<file path="src/rtl/alu_arbiter.sv">
// Round-robin arbiter that shares one combinational ALU between two requesters.
// Each requester hands over a command on valid/ready, and the block returns a tagged, registered response.
module alu_arbiter #(
    parameter int         Ancho  = 4,
    parameter logic [3:0] MAX_OP = 4'h9
) (
    input  logic             clk,
    input  logic             rst_n,
    input  logic             req0_valid,
    output logic             req0_ready,
    input  logic [Ancho-1:0] req0_a,
    input  logic [Ancho-1:0] req0_b,
    input  logic [3:0]       req0_op,
    input  logic             req0_flagin,
    input  logic             req1_valid,
    output logic             req1_ready,
    input  logic [Ancho-1:0] req1_a,
    input  logic [Ancho-1:0] req1_b,
    input  logic [3:0]       req1_op,
    input  logic             req1_flagin,
    output logic [Ancho-1:0] alu_a,
    output logic [Ancho-1:0] alu_b,
    output logic [3:0]       alu_control,
    output logic             alu_flagin,
    input  logic [Ancho-1:0] alu_result,
    input  logic             alu_flags,
    input  logic             alu_z,
    output logic             rsp_valid,
    input  logic             rsp_ready,
    output logic             rsp_id,
    output logic [Ancho-1:0] rsp_result,
    output logic             rsp_flags,
    output logic             rsp_z,
    output logic             rsp_err
);

    typedef enum logic [1:0] {IDLE, EXEC, RESP} state_t;

    state_t           state;
    state_t           state_next;
    logic             last_grant;
    logic             id;
    logic             grant_valid;
    logic             grant_sel;
    logic [Ancho-1:0] sel_a;
    logic [Ancho-1:0] sel_b;
    logic [3:0]       sel_op;
    logic             sel_flagin;
    logic             legal;

    // On a tie, the requester that was not served last wins.
    always_comb begin
        grant_valid = 1'b0;
        grant_sel   = 1'b0;
        if (state == IDLE) begin
            if (req0_valid && req1_valid) begin
                grant_valid = 1'b1;
                grant_sel   = ~last_grant;
            end else if (req0_valid) begin
                grant_valid = 1'b1;
                grant_sel   = 1'b0;
            end else if (req1_valid) begin
                grant_valid = 1'b1;
                grant_sel   = 1'b1;
            end
        end
    end

    assign req0_ready = grant_valid && !grant_sel;
    assign req1_ready = grant_valid && grant_sel;

    assign sel_a      = grant_sel ? req1_a      : req0_a;
    assign sel_b      = grant_sel ? req1_b      : req0_b;
    assign sel_op     = grant_sel ? req1_op     : req0_op;
    assign sel_flagin = grant_sel ? req1_flagin : req0_flagin;
    assign legal      = (sel_op <= MAX_OP);

    always_comb begin
        state_next = state;
        case (state)
            IDLE:    if (grant_valid) state_next = legal ? EXEC : RESP;
            EXEC:    state_next = RESP;
            RESP:    if (rsp_ready) state_next = IDLE;
            default: state_next = IDLE;
        endcase
    end

    always_ff @(posedge clk or negedge rst_n) begin
        if (!rst_n) state <= IDLE;
        else        state <= state_next;
    end

    // Illegal opcodes produce an error response straight away and never touch the ALU result path.
    always_ff @(posedge clk or negedge rst_n) begin
        if (!rst_n) begin
            last_grant  <= 1'b1;
            id          <= 1'b0;
            alu_a       <= '0;
            alu_b       <= '0;
            alu_control <= '0;
            alu_flagin  <= 1'b0;
            rsp_valid   <= 1'b0;
            rsp_id      <= 1'b0;
            rsp_result  <= '0;
            rsp_flags   <= 1'b0;
            rsp_z       <= 1'b0;
            rsp_err     <= 1'b0;
        end else begin
            case (state)
                IDLE: begin
                    if (grant_valid) begin
                        alu_a       <= sel_a;
                        alu_b       <= sel_b;
                        alu_control <= sel_op;
                        alu_flagin  <= sel_flagin;
                        id          <= grant_sel;
                        last_grant  <= grant_sel;
                        if (!legal) begin
                            rsp_err    <= 1'b1;
                            rsp_result <= '0;
                            rsp_flags  <= 1'b0;
                            rsp_z      <= 1'b0;
                            rsp_id     <= grant_sel;
                            rsp_valid  <= 1'b1;
                        end
                    end
                end
                EXEC: begin
                    rsp_result <= alu_result;
                    rsp_flags  <= alu_flags;
                    rsp_z      <= alu_z;
                    rsp_err    <= 1'b0;
                    rsp_id     <= id;
                    rsp_valid  <= 1'b1;
                end
                RESP: begin
                    if (rsp_ready) rsp_valid <= 1'b0;
                end
                default: ;
            endcase
        end
    end

endmodule

</file>
<file path="config.mk">
export PLATFORM = sky130hd
export DESIGN_NAME = alu_arbiter
export DESIGN_NICKNAME = d
export VERILOG_FILES = /design/src/rtl/alu_arbiter.sv
export SDC_FILE = /design/constraint.sdc
export NUM_CORES = 1
export LEC_CHECK = 0
export CAP_MARGIN = 25
export CORE_MARGIN = 2
export CORE_UTILIZATION = 45
export CTS_BUF_LIST = sky130_fd_sc_hd__clkbuf_8
export DETAILED_ROUTE_END_ITERATION = 8
export PLACE_DENSITY = 0.89
export RECOVER_POWER = 50
export SYNTH_ARGS = -nofsm -noshare
export SYNTH_HDL_FRONTEND = slang
export SYNTH_SLANG_ARGS = --single-unit
</file>
<file path="constraint.sdc">
create_clock -name clk -period 4.3 [get_ports clk]
set_clock_uncertainty 0.05 [all_clocks]
set_input_delay 1.29 -clock clk [delete_from_list [all_inputs] [get_ports clk]]
set_output_delay 1.29 -clock clk [all_outputs]
set_load 0.005 [all_outputs]
</file>
==> run_results.csv <==
group,metric,value,unit
clock_network,cts-htree-levels,1,
power,p_sw,0.437,mW
clock_network,clk_latency,260,ps
routing,routed_wl,3.75,mm
setup_path,timing.critical_path.buf_inv,2,
floorplan,die_x,57.0,um
power,p_leak,0.785,nW
routing,drc,0,
timing,finalSetupTns,0,ps
placement,gp_congestion,0.854,
power,switching_share,0.367,
layout,finalNonFillerCells,228,
setup_path,crit_path_cell_trace,"clkdlybuf4s50_1 > or3b_2 > nor2_4 > clkdlybuf4s50_1",
power,vdd_drop_max,0.406,mV
floorplan,die_y,57.0,um
global_routing,grt_pass1_vias,1271,
placement,placed_area,1950,um2
setup_path,cp-end-kind,"output port",
global_routing,grt_start_max_net_pins,21,
clock_network,cts.sink_count,26,
hold_path,hold_path_depth,1,
synth,synth.area.top_cells,"dfrtp_1 49%, a31oi_1 6.9%, a21oi_1 5.5%",
synth,synth.avg_cell_area,9.44,um2
timing,worst_slew_pin_slew,1070,ps
timing,worst_slack,69.7,ps
timing,fmax,236,MHz
timing,rsz0062_at_grt,"no",
setup_path,startpoint_type,"input port",
routing,vias_per_cell,5.82,
layout,antenna_cells,0,
setup_path,worstPathArrival,2890,ps
setup_path,rr_worst_depth,3,
synth,ys_seq_area_frac,0.515,
layout,final_nets,235,
global_routing,grt_pass1_wl,6.02,mm
timing,final-setup-viol-count,0,
setup_path,cpMostUsedCell,"clkdlybuf4s50_1",
hold_path,hold_path_class,"reg -> reg",
routing,post_drt_wl_per_cell,16.5,um
floorplan,die_area,3250,um2
floorplan,core,2710,um2
placement,hpwl,2.79,mm
placement,placed_cells_incl_taps,224,
synth,synth_area,1260,um2
clock_network,clkSlewWorstSetupHoldPaths,90,ps
timing,report.final.hold_viol_count,0,
clock_network,cts_buffers,3,
placement,numPortBuffers,60,
synth,yosys.area.top_type_share,0.495,
timing,min_period,4230,ps
floorplan,row_count,19,
run,maxCapViolCount,0,
timing,drv_slew,0,
layout,area_growth,56.3,%
synth,synth-seq-cells,26,
layout,layout-drive-gt1-share,0.0812,
clock_network,cts_tree,"built",
power,power_frac_seq,0.368,
setup_path,worstPathRequired,2960,ps
clock_network,post_cts_buffers,0,
timing,whs,453,ps
layout,nFillCells,223,
setup_path,cpLargestDelayFamily,"buffers and inverters",
layout,fin_util,0.729,
global_routing,grt_usage,0.236,
placement,pre_cts_slack,16.7,ps
routing,antenna_left,0,
routing,dr.first_iter.drc_count,47,
clock_network,cts_buffer_depth,2,
routing,num_vias,1326,
floorplan,ios,61,
setup_path,critical_path.slowest_cell,"clkdlybuf4s50_1",
power,p_int,0.753,mW
setup_path,critical-path-max-stage-delay,510,ps
setup_path,worst-path-max-fanout,3,
synth,synth_top_cell_by_area,"dfrtp_1",
synth,ys.warnings.count,0,
routing,dr.pass1.iters,4,
setup_path,critPathKind,"in -> out",
synth,syn_nets,171,
layout,finalInstanceArea,1980,um2
synth,synth_cell_types,28,
global_routing,globalRouteOverflowTotal,0,
run_status,run_status,"complete, no violations",
power,p_comb_frac,0.517,
global_routing,antenna_found_initial,0,
clock_network,clockRootBuffer,"clkbuf_8",
power,powerDensity,602,nW/um2
power,total_power,1.19,mW
synth,synthCells,134,
power,p_clk_frac,0.115,
floorplan,start_util,0.467,
timing,slew-limit-headroom,0.289,
setup_path,cp_num_cells,4,
timing,post-route-period-util,0.984,
-- kinds of logic after synthesis --
family,synth area share
compound gates,0.285
simple gates,0.168
flops,0.515
buf+inv,0.0317
-- power groups by stage --
stage / Sequential (mW) / Combinational (mW) / Clock (mW)
after global routing: 0.454 / 0.669 / 0.151
after CTS: 0.440 / 0.627 / 0.140
after global placement: 0.435 / 0.603 / 0
after detailed placement: 0.443 / 0.626 / 0
final: 0.438 / 0.615 / 0.137
after floorplan: 0.438 / 0.293 / 0
-- flip-flops by register name (all words and copies together), names as in the netlist, 2 cells and up --
register,flops
alu_a,4
alu_b,4
alu_control,4
rsp_result,4
state,2
-- worst paths after layout --
check,from,end,slack [ps]
setup reg to reg,state[1],state[1],2440
min in group asynchronous,rst_n,rsp_result[3],1300
hold reg to reg,id,id,450
setup / recovery,req1_valid,req1_ready,70
max in group asynchronous,rst_n,alu_flagin,1620
hold / removal,id,id,450
-- cells in the mapped netlist --
library cell and instances:
o31a_1 1, nor3_1 1, and3_1 1, or2b_1 1, nor3b_4 1, or3b_2 1
o31ai_1 7, nand2_1 15, nand3_1 14, and2b_1 1, a21o_1 2, o21a_1 1
a31oi_1 14, dfstp_2 1, dfrtp_1 25, buf_2 2, and2_1 1, o21ba_2 1
nor3b_1 1, a21oi_1 14, or4_1 1, nor2_1 3, inv_1 1, clkbuf_1 7
o21bai_1 1, a211oi_4 1, a2111o_1 1, o21ai_0 14
-- placed cells by master, fill, tap and decap left out, types with 2 or more instances in the layout --
| cell | Yosys | final |
|---|---|---|
| a21oi_1 | 14 | 14 |
| clkdlybuf4s50_1 | 0 | 50 |
| dfrtp_1 | 25 | 25 |
| o21ai_0 | 14 | 14 |
| dlygate4sd3_1 | 0 | 10 |
| buf_4 | 0 | 7 |
| nand3_1 | 14 | 14 |
| o31ai_1 | 7 | 7 |
| inv_1 | 1 | 2 |
| clkbuf_8 | 0 | 3 |
| nand2_1 | 15 | 15 |
| a31oi_1 | 14 | 14 |
| nor2_1 | 3 | 2 |
| a21o_1 | 2 | 2 |
-- what timing repair did --
action                     CTS  global route
setup endpoints to repair    0             2
gates resized for setup      0             2
hold endpoints to repair     0             0
hold buffers                 0             0
-- area by class of cell --
type	count	area, um2	area share
Clock buffer	3	41.3	0.0209
Clock inverter	1	3.75	0.00190
Sequential cell	26	652	0.330
Timing Repair Buffer	68	657	0.332
Multi-Input combinational cell	98	581	0.294
Tap cell	31	38.8	0.0196
Inverter	1	3.75	0.00190
-- per-layer routing --
layer | routed length, um | part of all wire | GRT usage | vias to the layer above
met3 | 253 | 0.067 | 0.0363 | 4
li1 | - | - | - | 626
met4 | 36 | 0.0096 | 0.0731 | 0
met1 | 1470 | 0.39 | 0.304 | 637
met2 | 2000 | 0.53 | 0.411 | 59
met5 | 0 | 0 | 0 | -
Note: power is estimated with default switching activity, not from simulation.
